`config.mk`:
```
export PLATFORM = sky130hd
export DESIGN_NAME = memory_stage
export DESIGN_NICKNAME = d
export VERILOG_FILES = /design/src/rtl/memory_stage.sv
export SDC_FILE = /design/constraint.sdc
export NUM_CORES = 1
export LEC_CHECK = 0
export BUFFER_PORTS_ARGS = -buffer_cell sky130_fd_sc_hd__buf_4
export CORE_AREA = 8 8 259 261
export CTS_CLUSTER_SIZE = 28
export DETAILED_ROUTE_END_ITERATION = 12
export DIE_AREA = 0 0 267 269
export PLACE_DENSITY = 0.5
export SLEW_MARGIN = 10
export SYNTH_ARGS = -nofsm -noshare
export SYNTH_HDL_FRONTEND = slang
export SYNTH_SLANG_ARGS = --single-unit
export TNS_END_PERCENT = 100
```
`constraint.sdc`:
```
create_clock -name clk -period 2.5 [get_ports clk]
set_clock_uncertainty 0.1 [all_clocks]
set_input_delay 0.125 -clock clk [delete_from_list [all_inputs] [get_ports clk]]
set_output_delay 0.125 -clock clk [all_outputs]
set_load 0.005 [all_outputs]
```
`src/rtl/memory_stage.sv`:
```
// Pipeline MEM stage: issues one data-bus request per aligned load/store,
// stalls execute until the response arrives, aligns and extends load data.

package common;
    typedef logic [63:0] u64;
    typedef logic [31:0] u32;
    typedef logic [4:0]  creg_addr_t;
    typedef logic [2:0]  msize_t;
endpackage

package pipes;
    import common::*;

    typedef enum logic [2:0] {
        ALU    = 3'd0,
        LOAD   = 3'd1,
        STORE  = 3'd2,
        BRANCH = 3'd3,
        JUMP   = 3'd4
    } op_t;

    typedef struct packed {
        op_t    op;
        msize_t msize;
        logic   unsigned_ld;
        logic   regwrite;
    } control_t;

    typedef struct packed {
        logic       valid;
        u64         pc;
        u32         instr;
        control_t   ctl;
        creg_addr_t dst;
        u64         rd2;
        u64         result;
    } excute_data_t;

    typedef struct packed {
        logic       valid;
        u64         pc;
        u32         instr;
        control_t   ctl;
        creg_addr_t dst;
        u64         result;
        u64         addr;
    } memory_data_t;
endpackage

module memory_stage
    import pipes::*;
(
    input  logic         clk,
    input  logic         reset,
    input  excute_data_t dataE,
    output memory_data_t dataM,
    output logic         stopm,
    output logic         dreq_valid,
    output logic [63:0]  dreq_addr,
    output logic [2:0]   dreq_size,
    output logic [7:0]   dreq_strobe,
    output logic [63:0]  dreq_data,
    input  logic         dresp_data_ok,
    input  logic [63:0]  dresp_data,
    output logic         misalign
);

    typedef enum logic {IDLE, BUSY} state_t;

    state_t      state;
    logic [2:0]  off;
    logic [5:0]  lane_shift;
    logic [7:0]  size_mask;
    logic [2:0]  align_mask;
    logic        is_load;
    logic        is_store;
    logic        mem_op;
    logic        misaligned;
    logic        aligned_mem_op;
    logic        bad_mem_op;
    logic [63:0] shifted;
    logic [63:0] load_val;

    assign off        = dataE.result[2:0];
    assign lane_shift = {off, 3'b000};
    assign is_load    = (dataE.ctl.op == LOAD);
    assign is_store   = (dataE.ctl.op == STORE);
    assign mem_op     = dataE.valid & (is_load | is_store);

    always_comb begin
        size_mask  = 8'hFF;
        align_mask = 3'b111;
        case (dataE.ctl.msize)
            3'd0: begin size_mask = 8'h01; align_mask = 3'b000; end
            3'd1: begin size_mask = 8'h03; align_mask = 3'b001; end
            3'd2: begin size_mask = 8'h0F; align_mask = 3'b011; end
            default: begin size_mask = 8'hFF; align_mask = 3'b111; end
        endcase
    end

    assign misaligned     = |(off & align_mask);
    assign aligned_mem_op = mem_op & ~misaligned;
    assign bad_mem_op     = mem_op & misaligned;

    assign stopm       = aligned_mem_op & ~dresp_data_ok;
    // BUSY keeps the request up even if the held instruction were disturbed
    assign dreq_valid  = aligned_mem_op | (state == BUSY);
    assign dreq_addr   = {dataE.result[63:3], 3'b000};
    assign dreq_size   = dataE.ctl.msize;
    assign dreq_strobe = (aligned_mem_op & is_store) ? (size_mask << off) : '0;
    assign dreq_data   = dataE.rd2 << lane_shift;

    assign shifted = dresp_data >> lane_shift;

    always_comb begin
        load_val = shifted;
        case (dataE.ctl.msize)
            3'd0: load_val = dataE.ctl.unsigned_ld ? {56'd0, shifted[7:0]}
                                                   : {{56{shifted[7]}}, shifted[7:0]};
            3'd1: load_val = dataE.ctl.unsigned_ld ? {48'd0, shifted[15:0]}
                                                   : {{48{shifted[15]}}, shifted[15:0]};
            3'd2: load_val = dataE.ctl.unsigned_ld ? {32'd0, shifted[31:0]}
                                                   : {{32{shifted[31]}}, shifted[31:0]};
            default: load_val = shifted;
        endcase
    end

    always_ff @(posedge clk or negedge reset) begin
        if (!reset) begin
            state    <= IDLE;
            dataM    <= '0;
            misalign <= 1'b0;
        end else begin
            misalign <= bad_mem_op;

            case (state)
                IDLE: if (aligned_mem_op && !dresp_data_ok) state <= BUSY;
                BUSY: if (dresp_data_ok) state <= IDLE;
                default: state <= IDLE;
            endcase

            // Fields are copied every cycle; only valid decides whether it counts
            dataM.valid  <= dataE.valid & ~stopm & ~bad_mem_op;
            dataM.pc     <= dataE.pc;
            dataM.instr  <= dataE.instr;
            dataM.ctl    <= dataE.ctl;
            dataM.dst    <= dataE.dst;
            dataM.result <= (aligned_mem_op & is_load) ? load_val : dataE.result;
            dataM.addr   <= dataE.result;
        end
    end

endmodule

```
# After elaboration in Yosys (flattened, before gate mapping)
# Index checks and enable logic that the tools add are counted.
[totals] register_bits=240 latchBits=0 ram_bits=0 romBits=0 inputBits=305 output_inout_bits=380 word_cells=50 mem_count=0
[classes] add_sub_neg=0 n_mul=0 div_mod_pow=0 order_cmp=0 eq_ne=4 shifts=3 mux=11 bitwise_logic=16 reduce_logical=4
[op_table] cell="$mux W64" count=4
[op_table] cell="$pmux W64 S3" count=1
[op_table] cell="$shl A64 B6 Y64" count=1
[op_table] cell="$shr A64 B6 Y64" count=1
[op_table] cell="$pmux W8 S3" count=1
[op_table] cell="$pmux W3 S3" count=1
[op_table] cell="$and A1 B1 Y1" count=8
[op_table] cell="$mux W8" count=1
[op_table] cell="$shl A8 B3 Y8" count=1
[op_table] cell="$eq A3 B1 Y1 const B" count=2
[op_table] cell="$eq A3 B2 Y1 const B" count=2
[op_table] cell="$not A1 Y1" count=5
[op_table] cell="$and A3 B3 Y3" count=1
[op_table] cell="$logic_not A3 Y1" count=1
[op_table] cell="$reduce_or A3 Y1" count=1
[op_table] cell="$mux W1" count=2
[op_table] cell="$or A1 B1 Y1" count=2
[op_table] cell="$pmux W1 S2" count=1
[op_table] cell="$logic_and A1 B1 Y1" count=1
[op_table] cell="$logic_not A1 Y1" count=1

# Logic depth before layout (Yosys ltp)
# Gate-level depths: netlist (run 1).
[depth] word_depth=10 mapped_depth=9 ltp_nobuf=5

# Least setup slack after synthesis (run 1)
# OpenSTA, ideal clock, no wires.
[synth_timing] kind="input -> output" from="input dataE[137] (netlist name)" to="output dreq_strobe[2]" arrival_ps=1763 t_required_ps=2275 path_slack_ps=512 path_stages=7 n_path_buf=3 cell_sequence="buf_6 or3_1 buf_2 o311a_4 or4b_1 buf_2 a2111oi_2"
[synth_via] elab_chain_len=8 word_cells_on_any_way=12 cone_classes="2 x eq/ne; 1 x shift; 3 x mux; 4 x bitwise; 2 x reduce/logical"
[synth_rtl] item="start: declaration" line_no="55" source="input excute_data_t dataE,"
[synth_rtl] item="$eq A3 B2 Y1, or another cell as far along" line_no="93" source="case (dataE.ctl.msize)"
[synth_rtl] item="$pmux W3 S3" line_no="93"
[synth_rtl] item="$and A3 B3 Y3" line_no="101" source="assign misaligned = |(off & align_mask);"
[synth_rtl] item="$reduce_or A3 Y1" line_no="101"
[synth_rtl] item="$not A1 Y1" line_no="102" source="assign aligned_mem_op = mem_op & ~misaligned;"
[synth_rtl] item="$and A1 B1 Y1" line_no="102"
[synth_rtl] item="$and A1 B1 Y1" line_no="110" source="assign dreq_strobe = (aligned_mem_op & is_store) ? (size_mask << off) : '0;"
[synth_rtl] item="$mux W8 (*)" line_no="110"
[synth_rtl] item="end: declaration" line_no="61" source="output logic [7:0] dreq_strobe,"
# Mark *: on every way between the ends. The rest lies on a longest branch, timed or not.

# Worst setup path after layout (run 1)
[layout_timing] from="input dataE[237] (netlist name)" to="output dreq_strobe[5]"
[layout_via] elab_chain_len=4
[layout_rtl] item="$and A1 B1 Y1" line_no="88" source="assign mem_op = dataE.valid & (is_load | is_store);"
[layout_rtl] item="$and A1 B1 Y1" line_no="102"
[layout_rtl] item="$and A1 B1 Y1" line_no="110"
[layout_rtl] item="$mux W8" line_no="110"
# Every way passes these cells.

==> flow_metrics.env, run 1 <==
export IMPL_outcome="finished, final reports clean"
export IMPL_drc_errors=0
export IMPL_synth_top_cell_area_share_pct=53.17
export IMPL_power_density_nw_per_um2=541.3
export IMPL_fmax_ghz=0.4163
export IMPL_syn_to_final_growth_pct=78.08
export IMPL_p_leak_nw=9.376
export IMPL_multi_input_area_um2=4441
export IMPL_max_cap_violations=0
export IMPL_slew_violations=0
export IMPL_drtIter0Drc=541
export IMPL_setup_ws_ns=0.09799
export IMPL_first_global_vias=12628
export IMPL_vias_per_cell=4.182
export IMPL_end_kind="output port"
export IMPL_die_h_um=269
export IMPL_ys_types=52
export IMPL_relSlewSlack_pct=30.84
export IMPL_grt_ovfl_total=0
export IMPL_synth_area_leaders="dfrtp_1 (53%), mux2i_1 (8.3%), buf_4 (4.5%)"
export IMPL_critPathArrivalTime_ns=2.18
export IMPL_fillCellCount=6370
export IMPL_row_count=92
export IMPL_clockBufferDepth=3
export IMPL_min_period_over_period_pct=96.08
export IMPL_drt_pre_antenna_iters=5
export IMPL_syn_avg_cell_area_um2=11.24
export IMPL_start_kind="input port"
export IMPL_grtUsageTotal_pct=16.84
export IMPL_drive_above_1_share_pct=46.61
export IMPL_num_nets_final=2130
export IMPL_synth_edf_count=0
export IMPL_hp_class="in -> reg"
export IMPL_pre_cts_ws_ns=0.1296
export IMPL_grt_max_degree=121
export IMPL_rsz0062_at_grt="no"
export IMPL_port_buffers=681
export IMPL_setup_violations=0
export IMPL_stdcell_area_um2=20120
export IMPL_hold_violations=0
export IMPL_wire_per_inst_um=23.94
export IMPL_root_buffer="clkbuf_16"
export IMPL_cts_max_level=1
export IMPL_postCtsSetupBuffers=0
export IMPL_fp_coreArea_um2=62740
export IMPL_whs_ns=0.02273
export IMPL_totalWireLength_mm=64.61
export IMPL_num_vias=11287
export IMPL_finalPower_w=0.01089
export IMPL_clk_latency_ns=0.55
export IMPL_start_util_pct=18.01
export IMPL_numClockSinks=240
export IMPL_netlist_instances=1005
export IMPL_ys_ff_latch=240
export IMPL_routabilityCongestion=0.8969
export IMPL_placed_cell_area_um2=17210
export IMPL_cts_tree="yes"
export IMPL_ant_nets=0
export IMPL_path_class="in -> out"
export IMPL_path_max_fanout=8
export IMPL_fin_tns_setup_ns=0
export IMPL_antenna_found_initial=16
export IMPL_dieArea_um2=71820
export IMPL_max_slew_worst_pin_slew_ns=1.034
export IMPL_synth_cell_area_um2=11300
export IMPL_synthArstFlopShare_pct=100.0
export IMPL_hpwl_mm=52.58
export IMPL_grt_pass1_wl_mm=89.11
export IMPL_numCtsBuffers=26
export IMPL_hold_depth=5
export IMPL_num_io_pins=685
export IMPL_peakVddDrop_v=0.0004025
export IMPL_required_ns=2.28
export IMPL_die_w_um=267
export IMPL_period_minus_slack_ns=2.402
export IMPL_synth_top_area_cell="dfrtp_1"
export IMPL_synth_top_flop_cell="dfrtp_1"
export IMPL_path_clk_slew_ns=0.07
export IMPL_r2r_cells=3
export IMPL_regArea_um2=6006
export IMPL_ys_warn_count=0
export IMPL_seq_area_frac_synth_pct=53.17
sequential cells by signal, summed over array words and instances, names as in the netlist:
name,cells
misalign,1
state,1
dataM,238
kinds of logic after synthesis:
family	share of synthesized area, %
simple gates	9.781
flops	53.17
compound gates	12.18
mux	17.00
buf+inv	7.754
xor+xnor	0.07755
other cells	0.03320
placed cells by master, fill, tap and decap left out, types with 4 or more instances in the layout:
master,netlist,layout
o22ai_1,20,20
o21ai_0,33,33
nand3b_1,7,7
a21oi_1,53,53
nor2b_1,18,16
mux2i_1,94,94
clkbuf_16,0,27
a222oi_1,6,6
diode_2,0,8
a211oi_1,14,14
buf_12,0,11
mux4_2,21,21
o32a_1,4,4
dfrtp_1,240,240
nand2_1,66,66
o2bb2ai_1,8,8
mux2_2,44,44
buf_4,68,725
clkbuf_8,0,6
o21a_1,6,6
dlygate4sd3_1,0,194
nand2b_1,7,7
clkinv_2,0,4
nor2_1,122,122
bufinv_16,0,4
and2_1,8,8
o22a_1,8,8
inv_1,4,4
a31oi_1,43,43
cells in the mapped netlist (5+ instances only):
| library cell | number |
|---|---|
| a211oi_1 | 14 |
| buf_1 | 5 |
| o22ai_1 | 20 |
| a31oi_1 | 43 |
| o22a_1 | 8 |
| and2_1 | 8 |
| nand2b_1 | 7 |
| a21oi_1 | 53 |
| clkbuf_1 | 21 |
| o21a_1 | 6 |
| o21ai_0 | 33 |
| nand3b_1 | 7 |
| mux2i_1 | 94 |
| o2bb2ai_1 | 8 |
| mux2_2 | 44 |
| nand2_1 | 66 |
| dfrtp_1 | 240 |
| nor2_1 | 122 |
| buf_4 | 68 |
| mux4_2 | 21 |
| nor2b_1 | 18 |
| a222oi_1 | 6 |
| buf_2 | 46 |
worst max-delay path, stage by stage:
cell	delay, ns
dlygate4sd3_1	0.55
buf_4	0.11
nand2b_1	0.14
or4b_1	0.50
buf_4	0.20
a221oi_1	0.35
buf_4	0.19
through the flow:
stage	instances	utilization, %
finish	2699	32.06
global route	2694	32.04
detailed placement	2449	27.43
floorplan	1007	-
global placement	2449	27.43
CTS	2691	32.03
cell type report:
cell class              count  share of cell area (%)
multi-input cells         621                   22.08
flip-flops and latches    240                   29.86
inverters                   4                 0.07464
clock inverters            12                  0.8708
repair buffers            932                   37.94
well taps                 846                   5.262
clock buffers              36                   3.825
diodes                      8                 0.09952
worst paths after layout:
path	startpoint	end	slack (ns)
min reg2reg	state	state	0.51
max in group asynchronous	reset	dataM[27]	0.58
min	dresp_data[39]	dataM[87]	0.02
max	dataE[237]	dreq_strobe[5]	0.1
max reg2reg	state	state	1.67
min in group asynchronous	reset	dataM[11]	0.54
layer usage:
metal	GRT usage, %	wire length (um)	share of wire, %	vias up
met5	0	92	0.14	-
met3	5.042	5162	8.0	91
met4	5.249	1771	2.7	14
met2	31.85	34270	53	521
met1	17.76	23320	36	5504
li1	-	-	-	5157
report_power, final:
group / switching [W] / leakage, nW / internal [W]
sequential: 0.0000692 / 2.80 / 0.00409
combinational: 0.00118 / 6.11 / 0.00134
clock: 0.00163 / 0.463 / 0.00257
timing repair:
item	4_1_cts	5_1_grt
hold buffers	194	0
endpoints found under the setup margin	0	0
resized for setup	0	0
endpoints found under the hold margin	480	0
Power figures use the tool's default switching activity.
==> inputs of run 2 (changes only) <==
--- a/config.mk
+++ b/config.mk
@@ -10,6 +10,7 @@
 export CTS_CLUSTER_SIZE = 28
 export DETAILED_ROUTE_END_ITERATION = 12
 export DIE_AREA = 0 0 267 269
+export MAX_ROUTING_LAYER = met4
 export PLACE_DENSITY = 0.5
 export SLEW_MARGIN = 10
 export SYNTH_ARGS = -nofsm -noshare
==> flow_metrics.env, run 2 (synthesis gave the netlist of run 1 again) <==
export IMPL_outcome="finished, final reports clean"
export IMPL_cts_max_level=1
export IMPL_antenna_found_initial=16
export IMPL_vias_per_cell=4.183
export IMPL_largest_reg_flops=238
export IMPL_grtUsageTotal_pct=17.34
export IMPL_final_util_pct=32.10
export IMPL_path_class="in -> out"
export IMPL_clockBufferDepth=3
export IMPL_die_w_um=267
export IMPL_row_count=92
export IMPL_pre_cts_ws_ns=0.1296
export IMPL_grt_pass1_wl_mm=89.08
export IMPL_slew_violations=0
export IMPL_num_vias=11323
export IMPL_relSlewSlack_pct=32.15
export IMPL_r2r_cells=3
export IMPL_drive_above_1_share_pct=46.61
export IMPL_numClockSinks=240
export IMPL_num_io_pins=685
export IMPL_power_density_nw_per_um2=540.9
export IMPL_ant_nets=0
export IMPL_port_buffers=681
export IMPL_required_ns=2.28
export IMPL_r2r_end="state"
export IMPL_wire_per_inst_um=23.90
export IMPL_setup_ws_ns=0.06739
export IMPL_hp_class="in -> reg"
export IMPL_grt_ovfl_total=0
export IMPL_hpwl_mm=52.58
export IMPL_cts_tree="yes"
export IMPL_placed_cell_area_um2=17210
export IMPL_totalWireLength_mm=64.71
export IMPL_path_clk_slew_ns=0.07
export IMPL_stdcell_area_um2=20140
export IMPL_drc_errors=0
export IMPL_fp_coreArea_um2=62740
export IMPL_max_cap_violations=0
export IMPL_r2r_setup_slack_ns=1.67
export IMPL_period_minus_slack_ns=2.433
export IMPL_routabilityCongestion=0.9122
export IMPL_fmax_ghz=0.4111
export IMPL_hold_violations=0
export IMPL_numCtsBuffers=26
export IMPL_regMostFlops="dataM"
export IMPL_root_buffer="clkbuf_16"
export IMPL_min_period_over_period_pct=97.30
export IMPL_dieArea_um2=71820
export IMPL_reg2reg_from="state"
export IMPL_drtIter0Drc=547
export IMPL_whs_ns=0.02536
export IMPL_peakVddDrop_v=0.0003988
export IMPL_first_global_vias=12639
export IMPL_min_delay_start="dresp_data[39]"
export IMPL_clk_latency_ns=0.55
export IMPL_end_kind="output port"
export IMPL_num_nets_final=2130
export IMPL_critPathArrivalTime_ns=2.21
export IMPL_die_h_um=269
export IMPL_drt_pre_antenna_iters=5
export IMPL_fin_tns_setup_ns=0
export IMPL_path_max_fanout=8
export IMPL_min_to="dataM[87]"
export IMPL_grt_max_degree=121
export IMPL_start_kind="input port"
export IMPL_final_common_cell="buf_4"
export IMPL_start_util_pct=18.01
export IMPL_p_leak_nw=9.376
export IMPL_final_cell_mix="buf_4 (725), dfrtp_1 (240), dlygate4sd3_1 (194), nor2_1 (122), mux2i_1 (94)"
export IMPL_max_slew_worst_pin_slew_ns=1.014
export IMPL_rsz0062_at_grt="no"
export IMPL_hold_depth=5
export IMPL_reg_top3="dataM x238, misalign x1, state x1"
export IMPL_setup_violations=0
export IMPL_syn_to_final_growth_pct=78.26
export IMPL_cts_repair_resized=0
==> run 2: cell count changes in the layout (fill, tap and decap cells not counted), sizes merged <==
cell   delta
diode     +8
==> run 2: final cells by class <==
type	count	area, um2
sequential	240	6006
clock inverter	12	175.2
timing repair buffer	932	7631
inverter	4	15.01
multi-input combinational	621	4441
fill	6374	42600
antenna	16	40.04
clock buffer	36	769.5
tap	846	1059
==> run 2: repair_timing <==
action                                 4_1_cts  5_1_grt
buffers inserted                             0        0
hold buffers                               194        0
endpoints found under the hold margin      480        0
==> run 2: routing by layer <==
| metal | vias up | GRT usage [%] | routed length, um |
|---|---|---|---|
| met5 | - | - | 0 |
| met4 | 0 | 5.117 | 1531 |
| met3 | 72 | 4.805 | 4995 |
| met2 | 520 | 31.93 | 34520 |
| met1 | 5558 | 17.90 | 23660 |
| li1 | 5173 | - | - |
==> run 2: critical path, stage by stage <==
cell	delay, ns
dlygate4sd3_1	0.55
buf_4	0.11
nand2b_1	0.15
or4b_1	0.51
buf_4	0.20
a221oi_1	0.37
buf_4	0.19
==> run 2: per-stage QoR <==
stage          instances  power (W)
2_1_floorplan       1007   0.005021
4_1_cts             2691    0.01106
3_5_place_dp        2449   0.006545
5_1_grt             2707    0.01138
6_report            2707    0.01089
3_3_place_gp        2449   0.006534
==> run 2: worst max path at each step <==
| stage | endpoint | cells after the start | slack, ns | start |
|---|---|---|---|---|
| finish | dreq_strobe[5] | 7 | 0.07 | dataE[237] |
| detailed placement | dreq_strobe[5] | 7 | 0.13 | dataE[1] |
| global route | dreq_strobe[5] | 7 | 0.009 | dataE[237] |
| global placement | dreq_strobe[4] | 7 | 0.17 | dataE[1] |
| floorplan | dreq_strobe[2] | 7 | 0.51 | dataE[137] |
| CTS | dreq_strobe[5] | 7 | 0.08 | dataE[237] |
==> run 2: where the power goes <==
group          switching, W  total (W)  internal, W
sequential        0.0000690    0.00416      0.00409
clock               0.00163    0.00420      0.00257
combinational       0.00118    0.00253      0.00134
==> inputs of run 3 (changes only) <==
--- a/config.mk
+++ b/config.mk
@@ -6,12 +6,12 @@
 export NUM_CORES = 1
 export LEC_CHECK = 0
 export BUFFER_PORTS_ARGS = -buffer_cell sky130_fd_sc_hd__buf_4
-export CORE_AREA = 8 8 259 261
+export CORE_AREA = 2 2 268 270
 export CTS_CLUSTER_SIZE = 28
 export DETAILED_ROUTE_END_ITERATION = 12
-export DIE_AREA = 0 0 267 269
+export DIE_AREA = 0 0 270 272
 export MAX_ROUTING_LAYER = met4
-export PLACE_DENSITY = 0.5
+export PLACE_DENSITY = 0.47
 export SLEW_MARGIN = 10
 export SYNTH_ARGS = -nofsm -noshare
 export SYNTH_HDL_FRONTEND = slang
==> flow_metrics.env, run 3 (synthesis gave the netlist of run 1 again) <==
export IMPL_outcome="finished, final reports clean"
export IMPL_antenna_found_initial=29
export IMPL_path_clk_slew_ns=0.07
export IMPL_min_delay_start="dresp_data[50]"
export IMPL_ant_nets=0
export IMPL_relSlewSlack_pct=39.01
export IMPL_drive_above_1_share_pct=45.93
export IMPL_totalWireLength_mm=63.16
export IMPL_hold_violations=0
export IMPL_max_slew_worst_pin_slew_ns=0.9072
export IMPL_dieArea_um2=73440
export IMPL_path_cells="dlygate4sd3_1 -> buf_4 -> nand2b_1 -> or4b_1 -> buf_4 -> a211oi_1 -> buf_4"
export IMPL_min_period_over_period_pct=94.94
export IMPL_final_cell_mix="buf_4 (714), dfrtp_1 (240), dlygate4sd3_1 (203), nor2_1 (122), mux2i_1 (94)"
export IMPL_clk_latency_ns=0.56
export IMPL_power_density_nw_per_um2=521.2
export IMPL_vias_per_cell=3.998
export IMPL_peakVddDrop_v=0.0003878
export IMPL_regMostFlops="dataM"
export IMPL_fp_coreArea_um2=70750
export IMPL_postCtsSetupBuffers=0
export IMPL_grt_ovfl_total=0
export IMPL_reg2reg_from="state"
export IMPL_cts_tree="yes"
export IMPL_hp_class="in -> reg"
export IMPL_reg_top3="dataM x238, misalign x1, state x1"
export IMPL_hpwl_mm=50.47
export IMPL_placed_cell_area_um2=17280
export IMPL_r2r_setup_slack_ns=1.68
export IMPL_p_leak_nw=9.320
export IMPL_max_cap_violations=0
export IMPL_fmax_ghz=0.4213
export IMPL_required_ns=2.28
export IMPL_syn_to_final_growth_pct=79.01
export IMPL_root_buffer="clkbuf_16"
export IMPL_start_util_pct=15.97
export IMPL_critPathArrivalTime_ns=2.15
export IMPL_port_buffers=681
export IMPL_num_io_pins=685
export IMPL_hold_depth=4
export IMPL_num_vias=11269
export IMPL_path_max_fanout=5
export IMPL_stdcell_area_um2=20220
export IMPL_grtUsageTotal_pct=16.92
export IMPL_cts_max_level=1
export IMPL_numClockSinks=240
export IMPL_wire_per_inst_um=22.40
export IMPL_path_class="in -> out"
export IMPL_cp_slowest_cell="or4b_1"
export IMPL_numCtsBuffers=27
export IMPL_grt_pass1_wl_mm=87.75
export IMPL_clockBufferDepth=3
export IMPL_first_global_vias=12172
export IMPL_cp_num_buf_inv=4
export IMPL_fin_tns_setup_ns=0
export IMPL_setup_violations=0
export IMPL_drc_errors=0
export IMPL_crit_top_cell="buf_4"
export IMPL_min_to="dataM[106]"
export IMPL_critPathMaxStageDelay_ns=0.60
export IMPL_die_h_um=272
export IMPL_cts_repair_resized=0
export IMPL_slew_violations=0
export IMPL_rsz0062_at_grt="no"
export IMPL_largest_reg_flops=238
export IMPL_routabilityCongestion=0.9427
export IMPL_final_common_cell="buf_4"
export IMPL_row_count=98
export IMPL_drt_pre_antenna_iters=5
export IMPL_die_w_um=270
export IMPL_num_nets_final=2130
export IMPL_end_kind="output port"
export IMPL_grt_max_degree=117
export IMPL_period_minus_slack_ns=2.374
export IMPL_r2r_end="state"
export IMPL_start_kind="input port"
export IMPL_drtIter0Drc=521
export IMPL_r2r_cells=3
export IMPL_critical_path_top_delay_family="buffers and inverters"
run 3: what timing repair did:
action                     in CTS  in global routing
hold endpoints to repair      479                  0
setup endpoints to repair       0                 18
hold buffers                  204                  0
run 3: stage by stage:
stage	setup WS, ns	utilization, %	hold WS (ns)	total power (W)	std cells
floorplan	0.5117	-	-0.2706	0.005021	1007
global placement	0.06737	24.42	-0.004168	0.006483	2543
detailed placement	0.05086	24.42	0.002704	0.006489	2543
CTS	0.05043	28.50	0.001800	0.01074	2793
global route	0.02701	28.58	0.04929	0.01104	2819
finish	0.1264	28.58	0.02600	0.01054	2819
run 3: worst max-delay path by stage:
stage | cells after the start | startpoint | to
2_1_floorplan | 7 | dataE[137] | dreq_strobe[2]
3_3_place_gp | 8 | dataE[136] | dataM[76]
3_5_place_dp | 8 | dataE[136] | dataM[72]
4_1_cts | 4 | reset | dataM[79]
5_1_grt | 7 | dataE[237] | dreq_strobe[3]
6_report | 7 | dataE[237] | dreq_strobe[3]
run 3: final cells by class:
class	count	area, um2
Fill cell	7317	50530
Timing Repair Buffer	931	7659
Sequential cell	240	6006
Multi-Input combinational cell	621	4441
Tap cell	950	1189
Clock buffer	36	749.5
Clock inverter	10	95.09
Antenna cell	27	67.56
Inverter	4	15.01
run 3: where the power goes:
group | leakage (nW) | internal (W) | switching (W)
clock | 0.411 | 0.00220 | 0.00168
combinational | 6.11 | 0.00133 | 0.00116
sequential | 2.80 | 0.00409 | 0.0000688
run 3: per-layer routing:
metal  part of all wire (%)  track usage [%]  vias up
met2                     51            29.85      523
met5                      0                -        -
met3                    8.4            5.272       89
li1                       -                -     5181
met4                    4.1            6.871        0
met1                     36            17.47     5476
run 3: worst min-delay path, cell delays in order:
cell,delay (ns)
buf_4,0.16
o2bb2ai_1,0.16
nand2_1,0.10
a31oi_1,0.08
